[src/rtl/uart_pkg.sv]
// Shared UART definitions: receiver/transmitter state encoding, oversampling
// ratio and the baud divisor calculation.
package uart_pkg;

  localparam int OVERSAMPLE = 16;
  localparam int SAMP_W     = $clog2(OVERSAMPLE);

  typedef enum logic [1:0] {
    ST_IDLE  = 2'd0,
    ST_START = 2'd1,
    ST_DATA  = 2'd2,
    ST_STOP  = 2'd3
  } uart_state_e;

  // Clocks per oversample tick, truncated, never below one.
  function automatic int baud_div(input int clk_hz, input int baud);
    int d;
    d = clk_hz / (baud * OVERSAMPLE);
    return (d < 1) ? 1 : d;
  endfunction

endpackage

[src/rtl/sync_fifo.sv]
// Single-clock FIFO with occupancy count; a write while full is accepted only
// when a read frees the head in the same cycle, otherwise it is reported as dropped.
module sync_fifo #(
  parameter int WIDTH = 8,
  parameter int DEPTH = 4
) (
  input  logic                   clk,
  input  logic                   reset,
  input  logic                   wr_en_i,
  input  logic [WIDTH-1:0]       wr_data_i,
  input  logic                   rd_en_i,
  output logic [WIDTH-1:0]       rd_data_o,
  output logic                   valid_o,
  output logic [$clog2(DEPTH):0] count_o,
  output logic                   drop_o
);

  localparam int AW = $clog2(DEPTH);
  localparam logic [AW:0] FULL_CNT = DEPTH[AW:0];

  logic [WIDTH-1:0] mem_q [DEPTH];
  logic [AW-1:0]    wr_ptr_q, wr_ptr_d;
  logic [AW-1:0]    rd_ptr_q, rd_ptr_d;
  logic [AW:0]      count_q, count_d;
  logic             full, pop, push;

  assign full   = (count_q == FULL_CNT);
  assign pop    = rd_en_i && (count_q != '0);
  assign push   = wr_en_i && (!full || pop);
  assign drop_o = wr_en_i && !push;

  always_comb begin
    wr_ptr_d = wr_ptr_q;
    rd_ptr_d = rd_ptr_q;
    count_d  = count_q;
    if (push) wr_ptr_d = wr_ptr_q + AW'(1);
    if (pop)  rd_ptr_d = rd_ptr_q + AW'(1);
    case ({push, pop})
      2'b10:   count_d = count_q + (AW+1)'(1);
      2'b01:   count_d = count_q - (AW+1)'(1);
      default: count_d = count_q;
    endcase
  end

  always_ff @(posedge clk) begin
    if (reset) begin
      wr_ptr_q <= '0;
      rd_ptr_q <= '0;
      count_q  <= '0;
    end else begin
      wr_ptr_q <= wr_ptr_d;
      rd_ptr_q <= rd_ptr_d;
      count_q  <= count_d;
    end
  end

  // When full with a simultaneous pop, wr_ptr equals rd_ptr: the head is read
  // combinationally this cycle before the new byte overwrites that slot.
  always_ff @(posedge clk) begin
    if (push) mem_q[wr_ptr_q] <= wr_data_i;
  end

  assign valid_o   = (count_q != '0);
  assign rd_data_o = valid_o ? mem_q[rd_ptr_q] : '0;
  assign count_o   = count_q;

endmodule

[src/rtl/uart_rx_fifo.sv]
// 8N1 UART receiver with 16x oversampling, start-bit glitch rejection and a
// small receive FIFO; framing errors and overruns are flagged as one-cycle pulses.
module uart_rx_fifo
  import uart_pkg::*;
#(
  parameter int CLK_HZ = 50000000,
  parameter int BAUD   = 9600,
  parameter int DEPTH  = 4
) (
  input  logic                   clk,
  input  logic                   reset,
  input  logic                   din,
  output logic [7:0]             rx_data,
  output logic                   rx_valid,
  input  logic                   rx_ready,
  output logic [$clog2(DEPTH):0] rx_count,
  output logic                   frame_err,
  output logic                   overrun
);

  localparam int DIV   = baud_div(CLK_HZ, BAUD);
  localparam int DIV_W = (DIV > 1) ? $clog2(DIV) : 1;
  localparam logic [DIV_W-1:0]  DIV_LAST  = DIV_W'(DIV - 1);
  localparam logic [SAMP_W-1:0] MID_TICK  = SAMP_W'(OVERSAMPLE / 2 - 1);
  localparam logic [SAMP_W-1:0] LAST_TICK = SAMP_W'(OVERSAMPLE - 1);

  uart_state_e       state_q, state_d;
  logic [1:0]        sync_q;
  logic              din_s;
  logic [DIV_W-1:0]  div_q, div_d;
  logic [SAMP_W-1:0] samp_q, samp_d;
  logic [2:0]        bit_q, bit_d;
  logic [7:0]        shift_q, shift_d;
  logic              tick, push, ferr_d, drop;
  logic              frame_err_q, overrun_q;

  assign din_s = sync_q[1];
  assign tick  = (state_q != ST_IDLE) && (div_q == DIV_LAST);

  always_comb begin
    div_d = div_q + DIV_W'(1);
    if (state_q == ST_IDLE || tick) div_d = '0;
  end

  always_comb begin
    state_d = state_q;
    samp_d  = samp_q;
    bit_d   = bit_q;
    shift_d = shift_q;
    push    = 1'b0;
    ferr_d  = 1'b0;
    case (state_q)
      ST_IDLE: begin
        samp_d = '0;
        bit_d  = '0;
        if (!din_s) state_d = ST_START;
      end
      ST_START: if (tick) begin
        if (samp_q == MID_TICK) begin
          samp_d  = '0;
          state_d = din_s ? ST_IDLE : ST_DATA;
        end else begin
          samp_d = samp_q + SAMP_W'(1);
        end
      end
      ST_DATA: if (tick) begin
        if (samp_q == LAST_TICK) begin
          samp_d  = '0;
          shift_d = {din_s, shift_q[7:1]};
          bit_d   = bit_q + 3'd1;
          if (bit_q == 3'd7) state_d = ST_STOP;
        end else begin
          samp_d = samp_q + SAMP_W'(1);
        end
      end
      ST_STOP: if (tick) begin
        if (samp_q == LAST_TICK) begin
          samp_d  = '0;
          state_d = ST_IDLE;
          if (din_s) push = 1'b1;
          else       ferr_d = 1'b1;
        end else begin
          samp_d = samp_q + SAMP_W'(1);
        end
      end
      default: state_d = ST_IDLE;
    endcase
  end

  always_ff @(posedge clk) begin
    if (reset) begin
      state_q     <= ST_IDLE;
      sync_q      <= 2'b11;
      div_q       <= '0;
      samp_q      <= '0;
      bit_q       <= '0;
      frame_err_q <= 1'b0;
      overrun_q   <= 1'b0;
    end else begin
      state_q     <= state_d;
      sync_q      <= {sync_q[0], din};
      div_q       <= div_d;
      samp_q      <= samp_d;
      bit_q       <= bit_d;
      frame_err_q <= ferr_d;
      overrun_q   <= drop;
    end
  end

  always_ff @(posedge clk) begin
    shift_q <= shift_d;
  end

  sync_fifo #(
    .WIDTH (8),
    .DEPTH (DEPTH)
  ) u_fifo (
    .clk       (clk),
    .reset     (reset),
    .wr_en_i   (push),
    .wr_data_i (shift_q),
    .rd_en_i   (rx_ready),
    .rd_data_o (rx_data),
    .valid_o   (rx_valid),
    .count_o   (rx_count),
    .drop_o    (drop)
  );

  assign frame_err = frame_err_q;
  assign overrun   = overrun_q;

endmodule

[config.mk]
export PLATFORM = sky130hd
export DESIGN_NAME = uart_rx_fifo
export DESIGN_NICKNAME = d
export VERILOG_FILES = /design/src/rtl/uart_pkg.sv /design/src/rtl/sync_fifo.sv /design/src/rtl/uart_rx_fifo.sv
export SDC_FILE = /design/constraint.sdc
export NUM_CORES = 1
export LEC_CHECK = 0
export BUFFER_PORTS_ARGS = -buffer_cell sky130_fd_sc_hd__buf_2
export CORE_ASPECT_RATIO = 0.7
export CORE_UTILIZATION = 35
export CTS_BUF_LIST = sky130_fd_sc_hd__clkbuf_16
export DETAILED_ROUTE_END_ITERATION = 12
export MAX_ROUTING_LAYER = met4
export PLACE_DENSITY = 0.59
export SLEW_MARGIN = 15
export SYNTH_ARGS = -nofsm -noshare
export SYNTH_HDL_FRONTEND = slang
export SYNTH_SLANG_ARGS = --single-unit
[constraint.sdc]
create_clock -name clk -period 5.6 [get_ports clk]
set_input_delay 0.28 -clock clk [delete_from_list [all_inputs] [get_ports clk]]
set_output_delay 0.28 -clock clk [all_outputs]
set_load 0.05 [all_outputs]
* After elaboration in Yosys (flattened, before gate mapping)
Memories as Yosys holds them, arrays and structs flattened. A register that Yosys moved wholly into a read port is not among the register bits. Cells that the tools add are included.
Storage, ports and cells: input bits 4, bits in latches 0, output and inout port bits 14, memories kept 1, flip-flop bits (word level) 37, bits in writable memories 32, logic and storage cells 90, memory bits (read-only) 0
Cells by class: equality and inequality tests 19, bitwise operators 3, mux-type cells 29, shift operators 0, add/sub/neg operators 7, $lt $le $gt $ge 0, multipliers 0, divide/modulo/power cells 0, reductions and logical operators 20
Memories:
- u_fifo.mem_q | words 4, width 8, rd ports 1, clocked after Yosys merged registers in 1, write ports 1, RTL line sync_fifo.sv:21 | logic [WIDTH-1:0] mem_q [DEPTH];
Operators by type and width (count):
- 2-to-1 mux 2 bit | 11
- 2-to-1 mux 4 bit | 4
- inequality test 2 bit (second input constant) | 8
- one-hot mux 3 bit (2 select lines) | 2
- one-hot mux 4 bit (3 select lines) | 1
- adder 9 x 1 -> 9 bit (second input constant) | 1
- == test 9 bit (second input constant) | 1
- 2-to-1 mux 8 bit | 1
- one-hot mux 2 bit (4 select lines) | 1
- AND reduction 8 bit | 1
- 2-to-1 mux 1 bit | 7
- adder 3 x 1 -> 3 bit (second input constant) | 2
- == test 2 bit (second input constant) | 3
- == test 3 bit (second input constant) | 2
- 2-to-1 mux 3 bit | 2
- AND reduction 3 bit | 2
- nonzero test 2 bit | 3
- adder 2 x 1 -> 2 bit (second input constant) | 2
- adder 4 x 1 -> 4 bit (second input constant) | 1
- == test 2 x 1 -> 1 bit (second input constant) | 2
- == test 4 x 3 -> 1 bit (second input constant) | 1
- == test 4 bit (second input constant) | 1
- logical AND 1 bit | 4
- OR reduction 2 bit | 2
- 9 further kinds | 13

* Longest topological paths before layout
depth after elaboration 7, depth in mapped cells 12

* Modules after synthesis
From an unflattened synthesis, not the netlist that was laid out.
Unflattened totals: cells, all modules 241, area total of the unflattened synthesis 3086.7 um^2
By module, submodules not included:
- sync_fifo | cells an instance 120, area an instance 1780.5 um^2, times used 1, seq. area each 1141.1 um^2
- uart_rx_fifo | cells an instance 121, area an instance 1306.3 um^2, times used 1, seq. area each 680.7 um^2

* Worst setup path before layout
No wires, ideal clock.
path kind reg-to-reg, start point register div_q[5], end point register u_fifo.count_q[2], in the netlist u_fifo.count_o[2], stages on the path, launching flop included 12, clock period less this slack 2.708 ns, data arrival time 2.638 ns, setup slack 2.892 ns, cells stage by stage dfxtp_1 or4b_1 buf_2 nor4_1 and2_1 inv_1 ha_1 inv_1 fa_1 xor2_1 or3_1 a21oi_1
Between the ends: cells in the longest elaborated chain, start to end 7
Ends and longest elaborated chain:
- start, declared | RTL line uart_rx_fifo.sv:30 | logic [DIV_W-1:0] div_q, div_d;
- start signal, assigned | RTL line uart_rx_fifo.sv:102 | div_q <= div_d;
- == test 9 bit (*) | RTL line uart_rx_fifo.sv:38 | assign tick = (state_q != ST_IDLE) && (div_q == DIV_LAST);
- logical AND 1 bit (*) | RTL line uart_rx_fifo.sv:38
- 2-to-1 mux 1 bit (*) | RTL line uart_rx_fifo.sv:76 | ST_STOP: if (tick) begin
- 2-to-1 mux 1 bit (*) | RTL line uart_rx_fifo.sv:52 | case (state_q)
- logical AND 1 bit (*) | RTL line sync_fifo.sv:29 | assign push = wr_en_i && (!full || pop);
- == test 2 x 1 -> 1 bit / == test 2 bit (equally long branches) | RTL line sync_fifo.sv:38 | case ({push, pop})
- one-hot mux 3 bit (2 select lines) / nonzero test 2 bit (equally long branches)
- end signal, assigned | RTL line sync_fifo.sv:53 | count_q <= count_d;
- end, declared | RTL line sync_fifo.sv:24 | logic [AW:0] count_q, count_d;
Mark *: on every way between the ends. The rest lies on a longest branch, timed or not. A chain may end at the register's enable or synchronous reset.

* Final worst setup path
Same ends and word-level chain as after synthesis.

==> results.json <==
{
  "worstHoldStart": "din",
  "viasPerCell": 4.771,
  "avgSynthCellArea_um2": 12.65,
  "dr.pass1.iters": 8,
  "crit_family": "simple AND/OR/NAND/NOR gates",
  "fmax_ghz": 0.3354,
  "cpPeakStageDelay_ns": 0.73,
  "n_antenna_cell": 0,
  "totalWireLength_um": 4919,
  "cts_tree": "yes",
  "htreeDepth": 3,
  "grt_max_degree": 24,
  "syn_area_um2": 2972,
  "async_reset_ff_share_pct": 0,
  "final_core_util_pct": 42.72,
  "p_int_mw": 0.8917,
  "drc": 2,
  "initial_utilization_pct": 36.96,
  "clockRootBuffer": "clkbuf_16",
  "final_cell_mix": "40 x edfxtp_1, 31 x dfxtp_1, 19 x nor2_1, 17 x buf_2, 13 x nand3_1",
  "p_leak_nw": 1.174,
  "clock_path_buffers": 2,
  "chipHeight_um": 79.09,
  "critPathKind": "reg -> reg",
  "cap_violations": 0,
  "swShare_pct": 19.32,
  "yosys_warnings": 0,
  "ir_drop_mv": 0.1720,
  "p_per_area_nw_per_um2": 321.8,
  "clk-insertion-delay-late_ns": 0.32,
  "cp.arrival_ns": 3.23,
  "r2r_setup_slack_ns": 2.62,
  "area_delta_synth_final_pct": 15.58,
  "dieWidth_um": 112.1,
  "yosys_most_used_dff": "edfxtp_1",
  "postCtsSetupRepairBufs": 0,
  "wire_per_inst_um": 13.74,
  "gp_congestion": 0.7867,
  "dp.cells": 342,
  "fin_worst_skew_ns": 0.007013,
  "grt_first_pass_wirelength_um": 7907,
  "num_rows": 27,
  "outcome": "complete, but fails checks",
  "hp-class": "in -> reg",
  "grt_pass1_vias": 1551,
  "combPwrFrac_pct": 0.8,
  "grt_antenna_before_repair": 0,
  "yosysTopAreaCell": "edfxtp_1",
  "crit_slowest_cell": "nor4_1",
  "fin_nets": 267,
  "synthTopCellsByArea": "edfxtp_1 40%, dfxtp_1 21%, mux4_2 6.1%, ha_1 4.2%, nor2_1 2.4%",
  "clkPwrFrac_pct": 49.5,
  "path_buf_inv": 2,
  "required_ns": 5.85,
  "cp_max_fo": 7,
  "slew_viol_final": 0,
  "worstSetupStartpointType": "flop",
  "globalRouteOverflowTotal": 0,
  "cts.sinks": 71,
  "pwr-share-seq_pct": 49.6,
  "slew_headroom_pct": 46.58,
  "ys_seq_area_share_pct": 61.31,
  "synth_edf_count": 40,
  "clk_pin_slew_ns": 0.06,
  "power_mw": 1.105,
  "tightestPinTransition_ns": 0.7939,
  "cts_buffers": 9,
  "timing.rr.start": "div_q[5]",
  "syn-num-nets": 250,
  "post_cts_resized": 0,
  "pre_cts_ws_ns": 2.626,
  "yosysUniqueCellTypes": 38,
  "cp_common_cell": "inv_1",
  "crit_path_end_kind": "flop",
  "cp.depth": 10,
  "drtIter0Drc": 84,
  "vias": 1708,
  "groute.usage.overall_pct": 12.40,
  "finalSetupViolCount": 0,
  "hold_viol_final": 0,
  "p_sw_mw": 0.2136,
  "final.setup.tns_ns": 0,
  "fin_ws_ns": 2.619,
  "min_period_ns": 2.981,
  "critical_path.cell_chain": "or4b_1 -> nor4_1 -> and2_1 -> inv_1 -> ha_1 -> inv_1 -> fa_1 -> xor2_1 -> or3_1 -> a21oi_1",
  "stdcell_count": 358,
  "ant_nets": 0,
  "port_buffers": 17,
  "ios": 18,
  "dpl.hpwl_um": 3255,
  "synthCells": 235,
  "critPathCapture": "u_fifo.count_o[2]",
  "rsz0062_at_grt": "no",
  "violations": "DRC",
  "drive_gt1_share_pct": 17.51,
  "ys_seq_elements": 71,
  "ctsHoldBuffers": 0,
  "core_um2": 8040,
  "mostFrequentLayoutCell": "edfxtp_1",
  "cp-startpoint": "div_q[5]",
  "synth.top_cell.area_share_pct": 40.42,
  "rr_worst_depth": 10,
  "die-area_um2": 8868,
  "r2r_end": "u_fifo.count_o[2]",
  "finalCritPeriodShare_pct": 53.24
}
-- power by group through the flow --
stage / logic [mW] / registers [mW] / clock network (mW)
after floorplan: 0.00708 / 0.558 / 0
after global placement: 0.00902 / 0.560 / 0
after detailed placement: 0.00918 / 0.560 / 0
after CTS: 0.00922 / 0.549 / 0.560
after global routing: 0.0106 / 0.549 / 0.580
final: 0.00919 / 0.549 / 0.547
-- state kept, by name, summed over array words and instances, names as in the netlist, 2 cells and up, named ones only --
| signal | flops |
|---|---|
| sync_q | 2 |
| u_fifo.mem_q | 32 |
| bit_q | 3 |
| u_fifo.rd_ptr_q | 2 |
| u_fifo.count_o | 3 |
| u_fifo.wr_ptr_q | 2 |
| div_q | 9 |
| samp_q | 4 |
| shift_q | 8 |
-- area by class of cell --
cell class              count  area, um^2
fillers                   750        4606
flip-flops and latches     71        1822
multi-input cells         142        1065
clock buffers               9       225.2
well taps                 101       126.4
repair buffers             18       92.59
clock inverters             7       66.31
inverters                  10       37.54
-- cells by family after synthesis --
kind of cell | after synthesis | synth area share (%)
compound gates | 16 | 3.116
buf+inv | 22 | 2.863
simple gates | 93 | 17.52
flops | 71 | 61.31
xor+xnor | 12 | 3.537
fa+ha+maj | 11 | 4.884
mux | 10 | 6.779
-- stage by stage --
| stage | hold WS (ns) | area (um^2) |
|---|---|---|
| global placement | 0.3924 | 3143 |
| global route | 0.1191 | 3435 |
| detailed placement | 0.3989 | 3143 |
| CTS | 0.1247 | 3435 |
| finish | 0.1388 | 3435 |
| floorplan | 0.3838 | 2972 |
-- Yosys cell counts, types with 5 or more instances --
cell / number
a21oi_1: 5
clkbuf_1: 10
xnor2_1: 6
nor3_1: 7
nor2_1: 19
and3_1: 6
edfxtp_1: 40
and2_1: 10
nand3_1: 13
inv_1: 10
xor2_1: 6
a31oi_1: 5
ha_1: 10
nand2_1: 8
mux4_2: 8
dfxtp_1: 31
-- per-layer routing --
layer	track usage [%]	share of wire (%)	vias up
li1	-	-	889
met2	17.70	45	32
met5	-	0	-
met4	4.000	0.63	0
met3	5.038	4.6	4
met1	16.04	50	783
-- how the worst min path moves through the flow --
stage / endpoint / depth (start not counted)
3_5_place_dp: sync_q[1] / 1
4_1_cts: sync_q[0] / 2
5_1_grt: sync_q[0] / 2
2_1_floorplan: sync_q[0] / 1
3_3_place_gp: sync_q[1] / 1
6_report: sync_q[0] / 2
Note: power is estimated with default switching activity, not from simulation.
